<file path="src/rtl/stopwatch_pkg.sv">
// Shared types and constants for the MM:SS stopwatch controller.
// Optional behaviour: STOPWATCH_AUTOSTOP_EN (see stopwatch_ctrl.sv).
package stopwatch_pkg;

    // Controller states; the encoding is visible on the debug output.
    typedef enum logic [1:0] {
        IDLE  = 2'd0,
        RUN   = 2'd1,
        PAUSE = 2'd2,
        LAP   = 2'd3
    } state_t;

    // One BCD digit.
    typedef logic [3:0] bcd_t;

    // A full MM:SS reading, most significant digit first.
    typedef struct packed {
        bcd_t min_tens;
        bcd_t min_ones;
        bcd_t sec_tens;
        bcd_t sec_ones;
    } mmss_t;

    // Modulus of each digit in the cascade.
    localparam int SEC_ONES_MOD = 10;
    localparam int SEC_TENS_MOD = 6;
    localparam int MIN_ONES_MOD = 10;
    localparam int MIN_TENS_MOD = 6;

    // True when the reading is the last representable value, 59:59.
    function automatic logic is_last(input mmss_t t);
        return (t.sec_ones == bcd_t'(SEC_ONES_MOD - 1)) &&
               (t.sec_tens == bcd_t'(SEC_TENS_MOD - 1)) &&
               (t.min_ones == bcd_t'(MIN_ONES_MOD - 1)) &&
               (t.min_tens == bcd_t'(MIN_TENS_MOD - 1));
    endfunction

endpackage

</file>
<file path="src/rtl/bcd_digit_cnt.sv">
// Single BCD digit counter with modulus MOD. The terminal-count output is
// qualified by CE so it can directly enable the next digit in a cascade.
module bcd_digit_cnt
    import stopwatch_pkg::*;
#(
    parameter int MOD = 10
) (
    input  logic CLK,
    input  logic R,
    input  logic CLR,
    input  logic CE,
    output bcd_t Q,
    output logic TC
);

    localparam bcd_t LAST = bcd_t'(MOD - 1);

    // Digit register: synchronous clear wins over the count enable.
    always_ff @(posedge CLK or negedge R) begin
        if (!R) begin
            Q <= '0;
        end else if (CLR) begin
            Q <= '0;
        end else if (CE) begin
            Q <= (Q == LAST) ? '0 : Q + 4'd1;
        end
    end

    // Carry into the next digit: this digit is enabled and about to wrap.
    assign TC = CE & (Q == LAST);

endmodule

</file>
<file path="src/rtl/stopwatch_ctrl.sv">
// MM:SS stopwatch controller: prescaler, run/pause/lap state machine,
// four cascaded BCD digit counters and a lap snapshot for the display.
//
// Control inputs SS_P, CLR_P and LAP_P are single-cycle pulses sampled on
// every rising CLK edge; there is no handshake or backpressure, a pulse is
// acted on in the cycle it is high or dropped (priority CLR_P > SS_P > LAP_P).
//
// Optional behaviour: define STOPWATCH_AUTOSTOP_EN to make the count stop
// at 59:59 (forced PAUSE, OVF set) instead of wrapping to 00:00.
module stopwatch_ctrl
    import stopwatch_pkg::*;
#(
    parameter int TICK_DIV = 100000000  // CLK cycles per count tick, >= 2
) (
    input  logic       CLK,
    input  logic       R,
    input  logic       SS_P,
    input  logic       CLR_P,
    input  logic       LAP_P,
    output logic [3:0] D0,
    output logic [3:0] D1,
    output logic [3:0] D2,
    output logic [3:0] D3,
    output logic       RUNNING,
    output logic       TICK,
    output logic       OVF,
    output state_t     dbg_state
);

    localparam int            PW      = $clog2(TICK_DIV);
    localparam logic [PW-1:0] PRE_MAX = PW'(TICK_DIV - 1);

    state_t        state_q;
    state_t        state_nxt;
    logic [PW-1:0] pre_q;
    logic [PW-1:0] pre_nxt;
    mmss_t         snap_q;
    logic          ovf_q;

    logic          counting;
    logic          tick;
    logic          ce0;
    logic          tc0;
    logic          tc1;
    logic          tc2;
    logic          tc3;
    logic          stop_hit;
    logic          resume_blk;
    logic          snap_load;
    logic          ovf_set;

    bcd_t          q0;
    bcd_t          q1;
    bcd_t          q2;
    bcd_t          q3;
    mmss_t         live;
    mmss_t         disp;

    assign counting = (state_q == RUN) || (state_q == LAP);
    assign tick     = counting && (pre_q == PRE_MAX);
    assign live     = '{min_tens: q3, min_ones: q2, sec_tens: q1, sec_ones: q0};

`ifdef STOPWATCH_AUTOSTOP_EN
    logic at_last;
    assign at_last    = is_last(live);
    // The tick that would wrap 59:59 is turned into a stop instead.
    assign stop_hit   = tick && at_last;
    assign ce0        = tick && !at_last;
    // A stopped-at-limit count can only be recovered by a clear.
    assign resume_blk = at_last;
`else
    assign stop_hit   = 1'b0;
    assign ce0        = tick;
    assign resume_blk = 1'b0;
`endif

    // Overflow is flagged on the wrap (or on the forced stop at the limit).
    assign ovf_set = tc3 | stop_hit;

    // Next-state logic: clear first, then the limit stop, then the pulses.
    always_comb begin
        state_nxt = state_q;
        snap_load = 1'b0;
        if (CLR_P) begin
            state_nxt = IDLE;
        end else if (stop_hit) begin
            state_nxt = PAUSE;
        end else begin
            case (state_q)
                IDLE: begin
                    if (SS_P) state_nxt = RUN;
                end
                RUN: begin
                    if (SS_P) begin
                        state_nxt = PAUSE;
                    end else if (LAP_P) begin
                        state_nxt = LAP;
                        snap_load = 1'b1;
                    end
                end
                PAUSE: begin
                    if (SS_P && !resume_blk) state_nxt = RUN;
                end
                LAP: begin
                    if (SS_P) begin
                        state_nxt = PAUSE;
                    end else if (LAP_P) begin
                        state_nxt = RUN;
                    end
                end
                default: state_nxt = IDLE;
            endcase
        end
    end

    // Prescaler next value: zero in IDLE, count while running, hold in PAUSE.
    always_comb begin
        pre_nxt = pre_q;
        if (CLR_P || (state_q == IDLE)) begin
            pre_nxt = '0;
        end else if (counting) begin
            pre_nxt = tick ? '0 : pre_q + PW'(1);
        end
    end

    // State and prescaler registers.
    always_ff @(posedge CLK or negedge R) begin
        if (!R) begin
            state_q <= IDLE;
            pre_q   <= '0;
        end else begin
            state_q <= state_nxt;
            pre_q   <= pre_nxt;
        end
    end

    // Lap snapshot: captures the live count as seen in the LAP_P cycle.
    always_ff @(posedge CLK or negedge R) begin
        if (!R) begin
            snap_q <= '0;
        end else if (CLR_P) begin
            snap_q <= '0;
        end else if (snap_load) begin
            snap_q <= live;
        end
    end

    // Sticky overflow flag; only a clear or reset removes it.
    always_ff @(posedge CLK or negedge R) begin
        if (!R) begin
            ovf_q <= 1'b0;
        end else if (CLR_P) begin
            ovf_q <= 1'b0;
        end else if (ovf_set) begin
            ovf_q <= 1'b1;
        end
    end

    bcd_digit_cnt #(.MOD(SEC_ONES_MOD)) u_sec_ones (
        .CLK (CLK),
        .R   (R),
        .CLR (CLR_P),
        .CE  (ce0),
        .Q   (q0),
        .TC  (tc0)
    );

    bcd_digit_cnt #(.MOD(SEC_TENS_MOD)) u_sec_tens (
        .CLK (CLK),
        .R   (R),
        .CLR (CLR_P),
        .CE  (tc0),
        .Q   (q1),
        .TC  (tc1)
    );

    bcd_digit_cnt #(.MOD(MIN_ONES_MOD)) u_min_ones (
        .CLK (CLK),
        .R   (R),
        .CLR (CLR_P),
        .CE  (tc1),
        .Q   (q2),
        .TC  (tc2)
    );

    bcd_digit_cnt #(.MOD(MIN_TENS_MOD)) u_min_tens (
        .CLK (CLK),
        .R   (R),
        .CLR (CLR_P),
        .CE  (tc2),
        .Q   (q3),
        .TC  (tc3)
    );

    // Display source: frozen snapshot while in LAP, live count otherwise.
    assign disp      = (state_q == LAP) ? snap_q : live;
    assign D0        = disp.sec_ones;
    assign D1        = disp.sec_tens;
    assign D2        = disp.min_ones;
    assign D3        = disp.min_tens;
    assign RUNNING   = counting;
    assign TICK      = tick;
    assign OVF       = ovf_q;
    assign dbg_state = state_q;

endmodule
</file>
<file path="config.mk">
export PLATFORM = sky130hd
export DESIGN_NAME = stopwatch_ctrl
export DESIGN_NICKNAME = d
export VERILOG_FILES = /design/src/rtl/stopwatch_pkg.sv /design/src/rtl/bcd_digit_cnt.sv /design/src/rtl/stopwatch_ctrl.sv
export SDC_FILE = /design/constraint.sdc
export NUM_CORES = 1
export LEC_CHECK = 0
export ABC_AREA = 0
export CAP_MARGIN = 0
export CORE_AREA = 2 2 119 121
export CTS_CLUSTER_DIAMETER = 60
export DETAILED_ROUTE_END_ITERATION = 7
export DIE_AREA = 0 0 121 123
export SLEW_MARGIN = 15
export SYNTH_ARGS = -nofsm -noshare
export SYNTH_HDL_FRONTEND = slang
export SYNTH_SLANG_ARGS = --single-unit
</file>
<file path="constraint.sdc">
create_clock -name CLK -period 2.8 [get_ports CLK]
set_input_delay 0.7 -clock CLK [delete_from_list [all_inputs] [get_ports CLK]]
set_output_delay 0.7 -clock CLK [all_outputs]
set_load 0.01 [all_outputs]
</file>
# == After elaboration in Yosys (flattened, before gate mapping) ==
# Index checks and enable logic that the tools add are counted.
# totals
latchBits,0
inputBits,5
memories,0
ram_bits,0
elab_cells,75
mem_bits_ro,0
regBits,62
out_inout_bits,21
# op_classes
reduce_logical,13
shift,0
div,0
n_mux,31
add_sub_neg,5
eq_ne,11
multipliers,0
magnitude_cmp,0
bitwise,4
# op_table
operator,n
$mux W27,3
$mux W16,3
$mux W4,12
$add A27 B1 Y27 const B,1
$eq A27 B27 Y1 const B,1
$add A4 B1 Y4 const B,4
$reduce_bool A2 Y1,7
$mux W2,6
$eq A4 B3 Y1 const B,2
$eq A4 B4 Y1 const B,2
$ne A4 B4 Y1 const B,2
$mux W1,6
$pmux W2 S3,1
$and A1 B1 Y1,4
$eq A2 B2 Y1 const B,2
$ne A3 B1 Y1 const B,1
$reduce_and A3 Y1,1
$eq A2 B1 Y1 const B,1
$logic_not A2 Y1,1
$logic_or A1 B1 Y1,2
$reduce_or A2 Y1,1
$logic_and A1 B1 Y1,1

# == Depth between registers and ports, before layout ==
# Gate-level depths: netlist of the first run.
# depth
word_depth,9
mapped_depth,8

# == Hierarchy ==
# A second synthesis of the first run with hierarchy kept.
# hier_totals
hier_cells,356
hier_area_um2,3427.0
# by_module_without_submodules
module,seq_area_each_um2,cells_each,area_each_um2,n_inst
stopwatch_ctrl,1151.1,258,2476.1,1
bcd_digit_cnt (u_min_ones ...),100.1,26,241.5,2
bcd_digit_cnt (u_min_tens ...),100.1,23,234.0,2

# == Worst setup path before layout of the first run ==
# Ideal clock, no wire load.
# synth_timing
kind,reg2out
start,register state_q[1] (netlist: dbg_state[1])
end,output port D1[1]
slack_ns,0.577
stages_incl_launch_ff,5
path_buffers,2
arrival_time_ns,1.523
cell_sequence,dfrtp_1 -> clkbuf_1 -> nand2_1 -> clkbuf_1 -> mux2_2
# synth_between
elab_chain_len,2
# synth_lines
element,line_no,text
from (decl),stopwatch_ctrl.sv:33,state_t state_q;
from (signal assigned),stopwatch_ctrl.sv:132,state_q <= state_nxt;
$eq A2 B2 Y1,stopwatch_ctrl.sv:196,assign disp = (state_q == LAP) ? snap_q : live;
$mux W16,stopwatch_ctrl.sv:196,
to (decl),stopwatch_ctrl.sv:21,"output logic [3:0] D1,"
# Every way passes these cells.

# == Final worst setup path of the first run ==
# layout_timing
start,register state_q[0] (netlist: dbg_state[0])
end,output port D2[1]
# layout_between
elab_chain_len,2
# layout_lines
element,line_no,text
$eq A2 B2 Y1,stopwatch_ctrl.sv:196,
$mux W16,stopwatch_ctrl.sv:196,
to (decl),stopwatch_ctrl.sv:22,"output logic [3:0] D2,"
# Every way passes these cells.

==> reports/metrics.cfg, run 1 <==
[power_and_ir_drop]
power_leakage_nw = 1.74
seqPwrFrac = 0.428
vdd_drop_max_mv = 0.279
p_clk_frac = 0.524
p_switching_w = 0.000448
p_sw_frac = 0.212
power_frac_comb = 0.048
power_density_nw_per_um2 = 510
intPower_w = 0.00167
p_total_w = 0.00211

[logic_synthesis]
synth_top_cell_area_share = 0.463
yosys-top-cells-area = dfrtp_1 (46%), nand2_1 (5.5%), mux2_2 (5.4%)
synth_nets = 370
synth.avg_cell_area_um2 = 9.42
synth.distinct_cells = 41
ys_seq_area_frac = 0.463
syn_area_um2 = 3350
ys_ff_latch = 62
synth_top_cell_by_area = dfrtp_1
yosysWarnings = 0
netlist_instances = 356

[critical_path]
cp-start-kind = flip-flop
cp_top_family = buffers and inverters
cp_cell_sequence = nand2_1 > buf_4 > mux2_2 > clkdlybuf4s50_1
slowest_stage = clkdlybuf4s50_1
cp_num_buf_inv = 2
slowest_delay_ns = 0.48
crit_fanout = 16
worstSetupEndpointType = output pin
path_class = reg -> out
ff2ff_setup_slack_ns = 0.43
cp.arrival_ns = 1.88
required_ns = 2.10

[clocking]
clkSlewWorstSetupHoldPaths_ns = 0.05
cts_max_path_buffers = 2
h-tree-depth = 3
cts_tree = built
cts_buffers = 9
cts_hold_buf = 0
clock-sinks = 62
clockRootBuffer = clkbuf_16
worstSkewPairLatency_ns = 0.32
postCtsSetupRepairBufs = 0

[timing]
slew_viol_final = 0
setup_viol_count_final = 0
hold_viol = 0
grt_setup_unrepaired = no
final.period_utilization = 0.921
finalSetupTns_ns = 0
fmax_ghz = 0.388
max_slew_margin = 0.457
min_period_ns = 2.58
worstMarginPinSlew_ns = 0.811
worst_clock_skew_ns = 0.00297

[die]
ios = 26
rows = 43
initial_core_util = 0.246
coreArea_um2 = 13600
die-width_um = 121
die_h_um = 123
dieArea_um2 = 14900

[cells_and_area]
drive_gt1_frac = 0.134
antenna_cells = 0
seq_area_um2 = 1550
stdcell_area_um2 = 4150
n_fill_cell = 1407
multi_input_area_um2 = 1710
final_cells = 567
fin_util = 0.305
area_growth_pct = 23.8
fin_nets = 396

[routing]
finalWirelength_um = 7640
wl_per_cell_um = 13.5
ant_nets = 0
vias = 2663
drt_iter0_markers = 172
drtPass1Iterations = 4
drc = 0
viasPerCell = 4.70

[run]
maxCapViolCount = 0

[status]
status = complete, no violations

[global_route]
grt.total_usage = 0.108
antenna_found_initial = 0
grt_pass1_wl_um = 12600
overflow = 0
grt_pass1_vias = 2535
grt_max_degree = 52

[hold_path]
hp-class = in -> async

[place]
placed_cell_area_um2 = 3830
numPortBuffers = 25
place_hpwl_um = 5100
gp_congestion = 0.793
place_inst = 551

synth_stat cells (all sizes together):
cell and instances:
a21oi 30, a311o 1, a31oi 1, a41o 1, and2 3, and3 10
and3b 4, and4 3, buf 3, clkbuf 18, dfrtp 62, ha 9
inv 7, mux2 16, mux2i 3, nand2 50, nand2b 1, nand3 13
nand3b 5, nand4 16, nand4b 3, nor2 34, nor2b 5, nor3 2
nor3b 2, nor4 4, nor4b 1, nor4bb 1, o2111ai 1, o211ai 2
o21ai 7, o221a 1, o31ai 1, or3 9, or4 2, xnor2 7
xor2 18
final cells by class:
class / instances / area share
multi-input cells: 266 / 0.411
flip-flops and latches: 62 / 0.374
repair buffers: 36 / 0.0817
clock buffers: 12 / 0.0618
well taps: 180 / 0.0543
clock inverters: 4 / 0.0109
inverters: 7 / 0.00633
sequential cells by signal, summed over array words and instances (netlist names):
signal and flops:
pre_q 27, snap_q 16, u_min_ones.Q 4, u_min_tens.Q 4
u_sec_ones.Q 4, u_sec_tens.Q 4, dbg_state 2, OVF 1
stage by stage:
stage	hold slack (ns)	setup WS [ns]
4_1_cts	0.261	0.184
3_3_place_gp	0.506	0.216
5_1_grt	0.276	0.114
3_5_place_dp	0.513	0.230
2_1_floorplan	0.404	0.577
6_report	0.258	0.221
placed cells by master, fill, tap and decap left out, types with 3 or more instances in the layout:
cell,Yosys,final
or3_1,9,9
nor2b_1,5,5
nand2_1,49,49
nand3_1,13,13
inv_1,7,7
and3_1,10,10
mux2_2,16,16
and2_1,3,3
a21oi_1,30,30
clkbuf_16,0,9
ha_1,9,9
nand4_1,15,15
xor2_1,18,18
mux2i_1,3,3
o21ai_0,7,7
nor2_1,34,34
nand3b_1,5,5
dfrtp_1,62,62
nand4b_1,3,3
clkinv_2,0,3
clkdlybuf4s50_1,0,23
buf_4,0,10
xnor2_1,7,7
and3b_1,4,4
metal layers:
| metal | part of all wire | track usage | vias up |
|---|---|---|---|
| met5 | 0 | 0 | - |
| met2 | 0.45 | 0.170 | 50 |
| met3 | 0.045 | 0.0304 | 6 |
| li1 | - | - | 1297 |
| met4 | 0.0076 | 0.0313 | 0 |
| met1 | 0.50 | 0.144 | 1310 |
repair_timing:
item | CTS | global route
resized for setup | 4 | 0
hold endpoints to repair | 0 | 0
endpoints found under the setup margin | 1 | 0
final timing paths:
path | endpoint | start | depth (start not counted)
setup / recovery | D2[1] | dbg_state[0]$_DFFE_PN0P_ | 4
hold / removal | snap_q[6]$_DFFE_PN0P_ | R | 1
setup reg to reg | u_sec_ones.Q[2]$_DFFE_PN0P_ | pre_q[0]$_DFFE_PN0P_ | 6
hold reg to reg | snap_q[15]$_DFFE_PN0P_ | snap_q[15]$_DFFE_PN0P_ | 2
max in group asynchronous | u_min_ones.Q[2]$_DFFE_PN0P_ | R | 2
min in group CLK | snap_q[15]$_DFFE_PN0P_ | snap_q[15]$_DFFE_PN0P_ | 2
cell families after synthesis:
kind of cell	count (synthesis)	share of synthesized area
and+or+nand+nor	168	0.267
DFF	62	0.463
AOI/OAI and AO/OA	45	0.0758
buffers and inverters	28	0.0325
xor gates and xnor gates	25	0.0653
muxes	19	0.0627
adders and majority gates	9	0.0336
power by group through the flow:
stage	clock, W	combinational (W)	sequential (W)
final	0.00111	0.000102	0.000904
after detailed placement	0	0.000104	0.000919
after global placement	0	0.000103	0.000919
after floorplan	0	0.0000465	0.000920
after global routing	0.00119	0.000113	0.000903
after CTS	0.00114	0.000105	0.000904
Note: power is estimated with default switching activity, not from simulation.
==> run 2: changes to the inputs <==
--- a/config.mk
+++ b/config.mk
@@ -7,10 +7,11 @@
 export LEC_CHECK = 0
 export ABC_AREA = 0
 export CAP_MARGIN = 0
-export CORE_AREA = 2 2 119 121
+export CORE_AREA = 2 2 137 106
 export CTS_CLUSTER_DIAMETER = 60
 export DETAILED_ROUTE_END_ITERATION = 7
-export DIE_AREA = 0 0 121 123
+export DIE_AREA = 0 0 139 108
+export SETUP_SLACK_MARGIN = 0.4
 export SLEW_MARGIN = 15
 export SYNTH_ARGS = -nofsm -noshare
 export SYNTH_HDL_FRONTEND = slang
==> run 2 against run 1 <==
Clock-buffer cell count down 2. Core utilization up 0.66 points. Routed wire length up 1.1%. Via count up 1.8%. Maximum frequency up 6.9%. Largest cell class unchanged. Design area up 1.4%. Largest power group unchanged. First-iteration DRC count up 44%. Sequential power about the same. Non-clock buffer count up 15. Register-to-register slack better by 0.17 ns. Die area up 0.87%. Global-route usage down 0.12 points.
==> reports/metrics.cfg, run 2 (synthesis gave the netlist of run 1 again) <==
[routing]
drt_iter0_markers = 247  ; +44%
finalWirelength_um = 7720  ; +1.1%
ant_nets = 0  ; unchanged
drtPass1Iterations = 4  ; unchanged
drc = 0  ; unchanged
viasPerCell = 4.70  ; +0.17%
vias = 2710  ; +1.8%
wl_per_cell_um = 13.4  ; -0.44%

[global_route]
grt_pass1_wl_um = 12900  ; +1.8%
antenna_found_initial = 0  ; unchanged
grt.total_usage = 0.106  ; -0.00121
grt_max_degree = 39  ; -25%
overflow = 0  ; unchanged
grt_pass1_vias = 2493  ; -1.7%

[critical_path]
reg2reg_from = pre_q[0]$_DFFE_PN0P_
crit_fanout = 3  ; -13
ff2ff_setup_slack_ns = 0.60  ; +0.17 ns
path_class = reg -> out
cp_cell_sequence = nor4b_2 > nand3_1 > nor4_2 > buf_2
cp.arrival_ns = 1.71  ; -0.17 ns
worstSetupEndpointType = output pin
worst-r2r-cell-count = 6  ; unchanged
r2r_end = u_sec_ones.Q[2]$_DFFE_PN0P_
slowest_delay_ns = 0.41  ; -0.07 ns
cp-start-kind = flip-flop
required_ns = 2.10  ; about the same
slowest_stage = dfrtp_1

[clocking]
clkSlewWorstSetupHoldPaths_ns = 0.05  ; about the same
cts_buffers = 9  ; unchanged
h-tree-depth = 3  ; unchanged
cts_tree = built
worstSkewPairLatency_ns = 0.33  ; about the same
clockRootBuffer = clkbuf_16
clock-sinks = 62  ; unchanged
cts_max_path_buffers = 2  ; unchanged

[die]
ios = 26  ; unchanged
die_h_um = 108  ; -12%
die-width_um = 139  ; +15%
initial_core_util = 0.248  ; +0.00171
rows = 37  ; -14%
dieArea_um2 = 15000  ; +0.87%
coreArea_um2 = 13500  ; -0.69%

[timing]
slew_viol_final = 0  ; unchanged
worst_clock_skew_ns = 0.00699  ; +0.00402 ns
worstMarginPinSlew_ns = 0.845  ; +0.0336 ns
grt_setup_unrepaired = yes
finalSetupTns_ns = 0  ; unchanged
min_period_ns = 2.41  ; -0.167 ns
final.period_utilization = 0.861  ; -0.0598
fmax_ghz = 0.415  ; +6.9%
finalWorstSetupSlack_ns = 0.388  ; +0.167 ns
max_slew_margin = 0.435  ; -0.0225
hold_viol = 0  ; unchanged
setup_viol_count_final = 0  ; unchanged

[cells_and_area]
stdcell_area_um2 = 4210  ; +1.4%
final_common_cell = dfrtp_1
drive_gt1_frac = 0.200  ; +0.0651
antenna_cells = 0  ; unchanged
reg_top3 = pre_q x27, snap_q x16
fin_nets = 411  ; +3.8%
final_cell_mix = dfrtp_1 (61), nand2_1 (48), nor2_1 (34)
final_cells = 576  ; +1.6%
area_growth_pct = 25.6
n_fill_cell = 1397  ; -0.71%
top_register = pre_q
largest_reg_flops = 27  ; unchanged
fin_util = 0.311  ; +0.00656

[status]
status = complete, no violations

[run]
maxCapViolCount = 0  ; unchanged

[place]
place_inst = 547  ; -0.73%
gp_congestion = 0.756  ; -4.7%
place_hpwl_um = 5150  ; +1.0%
placed_cell_area_um2 = 3820  ; -0.29%
place_ws_ns = 0.176  ; -0.0541 ns
numPortBuffers = 25  ; unchanged

[power_and_ir_drop]
power_leakage_nw = 1.85  ; +6.4%
power_density_nw_per_um2 = 500  ; -1.9%
vdd_drop_max_mv = 0.318  ; +14%

[hold_path]
hp-class = in -> async

run 2: cell count changes in the layout (fill, tap and decap cells not counted), moves of 6 or more:
cell             delta
buf_4              +14
clkbuf_2            +8
clkdlybuf4s50_1    -16
dlygate4sd2_1       +6
run 2: area by class of cell:
class | count | area, µm² | area share
well taps | 175 | 219 | 0.0520
inverters | 7 | 26.3 | 0.00624
repair buffers | 51 | 403 | 0.0957
clock buffers | 10 | 239 | 0.0568
clock inverters | 5 | 50.0 | 0.0119
flip-flops and latches | 62 | 1550 | 0.369
multi-input cells | 266 | 1720 | 0.408
run 2: stage by stage:
step	hold WS [ns]	power, W
after floorplan	0.404	0.000966
after global placement	0.508	0.00102
after detailed placement	0.516	0.00102
after CTS	0.463	0.00212
after global routing	0.501	0.00219
final	0.429	0.00210
run 2: worst max path at each step:
stage / end / depth (start not counted) / slack [ns] / from
floorplan: D1[1] / 4 / 0.58 / dbg_state[1]$_DFFE_PN0P_
global placement: TICK / 4 / 0.20 / pre_q[9]$_DFFE_PN0P_
detailed placement: pre_q[6]$_DFFE_PN0P_ / 6 / 0.18 / CLR_P
CTS: D1[0] / 5 / 0.30 / dbg_state[0]$_DFFE_PN0P_
global route: TICK / 4 / 0.30 / pre_q[25]$_DFFE_PN0P_
finish: TICK / 4 / 0.39 / pre_q[25]$_DFFE_PN0P_
run 2: layer usage:
| layer | vias up | share of wire | track usage |
|---|---|---|---|
| li1 | 1322 | - | - |
| met1 | 1347 | 0.49 | 0.145 |
| met2 | 37 | 0.47 | 0.162 |
| met3 | 4 | 0.032 | 0.0261 |
| met4 | 0 | 0.011 | 0.0455 |
| met5 | - | 0 | 0 |
run 2: timing repair:
item,4_1_cts,5_1_grt
pin swaps,0,6
hold buffers,0,0
setup buffers,3,11
gates resized for setup,23,25
setup endpoints to repair,17,35
run 2: worst max-delay path, delay by kind of cell (launching register included):
| family | cells | cell delay (ns) |
|---|---|---|
| buffers and inverters | 1 | 0.18 |
| flip-flops | 1 | 0.41 |
| AND/OR/NAND/NOR | 3 | 0.81 |
run 2: power breakdown:
part	leakage, nW	total, W	internal [W]	switching (W)
logic	0.843	0.000110	0.0000417	0.0000684
registers	0.863	0.000905	0.000901	0.00000405
clock network	0.148	0.00109	0.000701	0.000389
==> run 3: changes to the inputs <==
--- a/config.mk
+++ b/config.mk
@@ -6,6 +6,7 @@
 export NUM_CORES = 1
 export LEC_CHECK = 0
 export ABC_AREA = 0
+export ABC_CLOCK_PERIOD_IN_PS = 2800
 export CAP_MARGIN = 0
 export CORE_AREA = 2 2 137 106
 export CTS_CLUSTER_DIAMETER = 60
==> results of run 3 <==
Final layout, timing and power as in run 2 (identical DEF).
